--- config.mk ---
export PLATFORM = sky130hd
export DESIGN_NAME = instruction_fetch_unit
export DESIGN_NICKNAME = d
export VERILOG_FILES = /design/src/rtl/instruction_fetch_unit.sv
export SDC_FILE = /design/constraint.sdc
export NUM_CORES = 1
export LEC_CHECK = 0
export CORE_ASPECT_RATIO = 0.75
export CORE_MARGIN = 4
export CORE_UTILIZATION = 42
export DETAILED_ROUTE_END_ITERATION = 16
export GPL_TIMING_DRIVEN = 0
export PLACE_DENSITY = 0.77
export REMOVE_ABC_BUFFERS = 1
export SYNTH_ARGS = -nofsm -noshare
export SYNTH_HDL_FRONTEND = slang
export SYNTH_SLANG_ARGS = --single-unit
--- constraint.sdc ---
create_clock -name clk -period 1.9 [get_ports clk]
set_input_delay 0.38 -clock clk [delete_from_list [all_inputs] [get_ports clk]]
set_output_delay 0.38 -clock clk [all_outputs]
set_load 0.05 [all_outputs]
--- src/rtl/instruction_fetch_unit.sv ---
// Instruction fetch stage: holds the 12-bit PC, reads the one-cycle-latency
// instruction memory, issues each word over a valid/ready handshake, applies
// PC-relative jumps from the control unit, stops on HALT and counts retirements.
module instruction_fetch_unit #(
    parameter logic [11:0] RESET_PC    = 12'h000,
    parameter logic [3:0]  HALT_OPCODE = 4'b1111
) (
    input  logic        clk,
    input  logic        reset,
    output logic [11:0] imem_addr,
    output logic        imem_rd,
    input  logic [15:0] imem_data,
    output logic [15:0] inst,
    output logic        inst_valid,
    input  logic        issue_ready,
    input  logic        jump_taken,
    input  logic [11:0] jump_offset,
    input  logic        resume,
    output logic [11:0] pc,
    output logic        halted,
    output logic [15:0] retire_count
);

    typedef enum logic [1:0] {
        S_FETCH,
        S_WAIT,
        S_ISSUE,
        S_HALT
    } state_t;

    state_t      state;
    state_t      state_next;
    logic [11:0] pc_next;
    logic        transfer;
    logic        is_halt;
    logic        do_resume;

    // The memory is always addressed by the PC; only imem_rd qualifies it.
    assign imem_addr = pc;
    assign transfer  = (state == S_ISSUE) && issue_ready;
    assign is_halt   = (inst[15:12] == HALT_OPCODE);
    assign do_resume = (state == S_HALT) && resume;

    // State register; reset restarts fetching at RESET_PC.
    always_ff @(posedge clk) begin
        // NOTE: sequential state uses non-blocking assignments so every
        // register samples pre-edge values regardless of statement order.
        if (reset) begin
            state <= S_FETCH;
        end else begin
            state <= state_next;
        end
    end

    // Next state, next PC and memory read strobe.
    always_comb begin
        // NOTE: every signal written here gets a default first, so no path
        // can leave one unassigned and infer a latch.
        state_next = state;
        pc_next    = pc;
        imem_rd    = 1'b0;
        unique case (state)
            S_FETCH: begin
                // Keep the strobe low while reset is held so the memory sees
                // no read until the stage actually starts.
                imem_rd    = !reset;
                state_next = S_WAIT;
            end
            S_WAIT: begin
                state_next = S_ISSUE;
            end
            S_ISSUE: begin
                if (issue_ready) begin
                    if (is_halt) begin
                        state_next = S_HALT;
                    end else begin
                        state_next = S_FETCH;
                        pc_next    = jump_taken ? (pc + jump_offset) : (pc + 12'd1);
                    end
                end
            end
            S_HALT: begin
                if (resume) begin
                    state_next = S_FETCH;
                    pc_next    = pc + 12'd1;
                end
            end
        endcase
    end

    // Datapath: PC, instruction register, valid flag, halt flag, retire counter.
    always_ff @(posedge clk) begin
        if (reset) begin
            pc           <= RESET_PC;
            inst         <= 16'h0000;
            inst_valid   <= 1'b0;
            halted       <= 1'b0;
            retire_count <= 16'h0000;
        end else begin
            pc <= pc_next;
            if (state == S_WAIT) begin
                inst       <= imem_data;
                inst_valid <= 1'b1;
            end
            if (transfer) begin
                inst_valid   <= 1'b0;
                retire_count <= retire_count + 16'd1;
                if (is_halt) begin
                    halted <= 1'b1;
                end
            end
            if (do_resume) begin
                halted <= 1'b0;
            end
        end
    end

endmodule

==> PnR_summary.wiki <==
{| class="wikitable"
! Metric !! Value
|-
| Async SR Flop Fraction || 0%
|-
| Max-cap viol count || 0
|-
| Rows || 25
|-
| Routed length per placed instance || 15.2 um
|-
| Register clock-pin slew on the reported worst setup and hold paths || 90 ps
|-
| Die Span X || 103 um
|-
| Setup repair after global routing missed its margin || yes
|-
| Worst Setup Slack, final || -58.4 ps
|-
| Stage delay of the slowest cell on the critical path || 410 ps
|-
| CP Cell Sequence || ha_4 -> inv_2 -> fa_2 -> nor2b_2 -> o2111ai_2 -> a311oi_2 -> or4_1 -> and3_1
|-
| Inst Count DP || 499
|-
| Total count of max-transition violations in the final report || 0
|-
| Type of origin of the critical path || flop
|-
| Detailed-route DRC error count || 0
|-
| Wire length of the first global-routing pass || 12300 um
|-
| Number of failing hold endpoints at the final stage || 0
|-
| Sequential area share after synthesis || 33.9%
|-
| Number of flops mapped to enable cells by yosys || 0
|-
| Final-layout setup total negative slack || -104 ps
|-
| Number of H-tree branching levels || 2
|-
| Clk_skew || 5.82 ps
|-
| Family with the most delay on the worst path || simple AND/OR/NAND/NOR gates
|-
| Area inside the core boundary || 6410 um^2
|-
| Total die area || 8140 um^2
|-
| Post-Syn Area per Cell || 7.96 um^2
|-
| Final core utilization || 64.4%
|-
| Leakage power || 1.82 nW
|-
| Die boundary height || 79.1 um
|-
| Area of the mapped netlist || 2830 um^2
|-
| Yosys reg bits || 48
|-
| Count of mapped cells out of synthesis || 356
|-
| Commonest non-fill, non-tap cells in the layout || 48 x nand2_1, 40 x dlygate4sd2_1, 39 x dfxtp_1
|-
| Layout cell share with drive strength beyond 1 || 16.0%
|-
| Most common library cell in the layout ignoring fill and taps || nand2_1
|-
| Power per Cell Area || 639 nW/um^2
|-
| Yosys warns || 0
|-
| Final Cycle Share || 103%
|-
| CP Class || flop to flop
|-
| Data required time of the critical path || 2090 ps
|-
| Num CTS Buffers || 5
|-
| Synth-to-layout area growth || 45.7%
|-
| Pin count of the biggest net entering global routing || 55
|-
| Post-Route WL || 7910 um
|-
| Kind of end point of the critical path || flop
|-
| Hold bufs inserted after CTS || 0
|-
| Worst-Margin Slew || 669 ps
|-
| Routability-driven placement congestion ratio || 0.800
|-
| Combined buffer and inverter count along the critical path || 1
|-
| Violated checks || setup timing
|-
| Residual overflow from global routing || 0
|-
| I/O pins || 92
|-
| DP HPWL || 5230 um
|-
| Worst-Skew Late Latency || 290 ps
|-
| Routed via count divided by cell count || 5.61
|-
| Peak supply drop || 0.000316 V
|-
| Result of the run || finished, violations left
|-
| Clock Path Buffers || 2
|-
| Endpoints failing setup || 4
|-
| Vias post-DR || 2912
|-
| Ant. Diodes || 0
|-
| Iteration-0 DRC Markers || 150
|-
| Arrival time of the worst setup path || 2150 ps
|-
| Cell chosen for the clock root || clkbuf_8
|-
| Final Critical Period || 1960 ps
|-
| Vias in the first global route || 2707
|-
| Most used flip-flop cell after synthesis || dfxtp_1
|-
| Fill cell total of the finished layout || 527
|-
| Number of antenna violations at the first check in global routing || 0
|-
| Non-filler instance count after layout || 519
|-
| Slowest CP cell || or4_1
|-
| Number of unique standard cell types used by synthesis || 58
|-
| Total Nets Final || 485
|-
| Global-route usage over all layers || 18.3%
|-
| Timing-limited maximum frequency || 0.511 GHz
|-
| Number of port buffers || 91
|-
| Antenna-violating nets left || 0
|-
| Number of detailed-route iterations in the first pass || 5
|-
| Min-delay worst type || flop to flop
|-
| Largest fanout of any net on the critical path || 3
|-
| Clock net sink count || 48
|-
| Clock tree from TritonCTS || done
|-
| Max_slew headroom || 55.2%
|-
| Effective utilization at floorplan || 44.2%
|}
==> through the flow <==
stage / power [mW] / cell area [um^2] / hold WS, ps / setup slack [ps]
finish: 2.64 / 4130 / 458 / -58.4
global route: 2.75 / 4130 / 480 / -134
CTS: 2.62 / 3970 / 460 / -58.5
detailed placement: 1.74 / 3670 / 448 / -796
global placement: 1.73 / 3680 / 441 / -1550
floorplan: 1.50 / 2670 / 449 / -878
==> worst paths after layout <==
kind                              startpoint       endpoint  slack (ps)  cells after the start
worst max-delay path            imem_addr[0]  imem_addr[10]         -60                      8
worst min-delay path                 inst[1]        inst[1]         460                      2
worst max register to register  imem_addr[0]  imem_addr[10]         -60                      8
worst min register to register       inst[1]        inst[1]         460                      2
==> power by group <==
| part | internal [mW] | leakage, nW | switching, mW | total, mW |
|---|---|---|---|---|
| registers | 1.05 | 0.395 | 0.0522 | 1.10 |
| logic | 0.274 | 1.36 | 0.420 | 0.693 |
| clock network | 0.518 | 0.0642 | 0.328 | 0.846 |
| total | 1.84 | 1.82 | 0.799 | 2.64 |
==> per-layer routing <==
layer	up-vias	routed length, um	share of wire [%]	global-route usage, %
met5	-	0	0	0
met4	0	14	0.18	4.53
met3	4	649	8.2	3.07
met2	135	3580	45	28.4
met1	1339	3670	46	26.4
li1	1434	-	-	-
==> cell usage after synthesis (2+ instances only) <==
master | count | area share [%]
o21bai_1 | 2 | 0.53
clkbuf_1 | 11 | 1.5
xor2_1 | 10 | 3.1
o21a_1 | 2 | 0.53
ha_1 | 13 | 5.7
a21oi_1 | 35 | 6.2
nand4_1 | 10 | 2.2
nor2_1 | 37 | 4.9
buf_4 | 14 | 3.7
or4_1 | 2 | 0.53
and3_1 | 7 | 1.5
o21ai_1 | 2 | 0.35
a31oi_1 | 3 | 0.66
dfxtp_1 | 48 | 34
and4_1 | 2 | 0.62
a2111oi_0 | 2 | 0.62
or2_2 | 3 | 0.66
nor2b_1 | 2 | 0.44
o211ai_1 | 2 | 0.53
xnor2_1 | 9 | 2.8
a21boi_1 | 3 | 0.79
o21ai_0 | 8 | 1.4
a211oi_1 | 5 | 1.3
a311oi_1 | 5 | 1.5
a21o_1 | 4 | 1.1
nand2_1 | 48 | 6.4
buf_2 | 3 | 0.53
nand3b_1 | 3 | 0.79
nand3_1 | 9 | 1.6
inv_1 | 6 | 0.79
nand2b_1 | 3 | 0.66
and2_1 | 2 | 0.44
nor3_1 | 15 | 2.7
mux2i_1 | 2 | 0.71
==> registers in the layout, summed over array words and instances, names as in the netlist <==
register,flops
inst,16
retire_count,16
imem_addr,12
state,2
halted,1
inst_valid,1
==> cells by family after synthesis <==
logic type               synth area share [%]
AND/OR/NAND/NOR                          25.6
AO/OA/AOI/OAI                            20.8
flip-flops                               33.9
buffers and inverters                    6.63
XOR/XNOR                                 5.87
adder cells (fa/ha/maj)                  6.45
multiplexers                            0.707
==> worst min-delay path, cell delays in order, from the launching register on <==
cell     delay, ps
dfxtp_1        320
nand2_1         50
a21oi_1         50
==> what timing repair did <==
item,in CTS,in global routing
gates cloned,0,0
pin swaps,13,9
setup buffers,8,5
gates resized for setup,82,32
setup endpoints to repair,48,38
==> cell type report <==
type | instances | area [um^2] | share of cell area [%]
clock buffers | 5 | 68.8 | 1.67
clock inverters | 2 | 60.1 | 1.46
inverters | 6 | 22.5 | 0.546
multi-input cells | 273 | 1910 | 46.4
flip-flops and latches | 48 | 985 | 23.9
well taps | 81 | 101 | 2.46
repair buffers | 104 | 976 | 23.7
No activity file was read; power rests on OpenSTA's default activity.
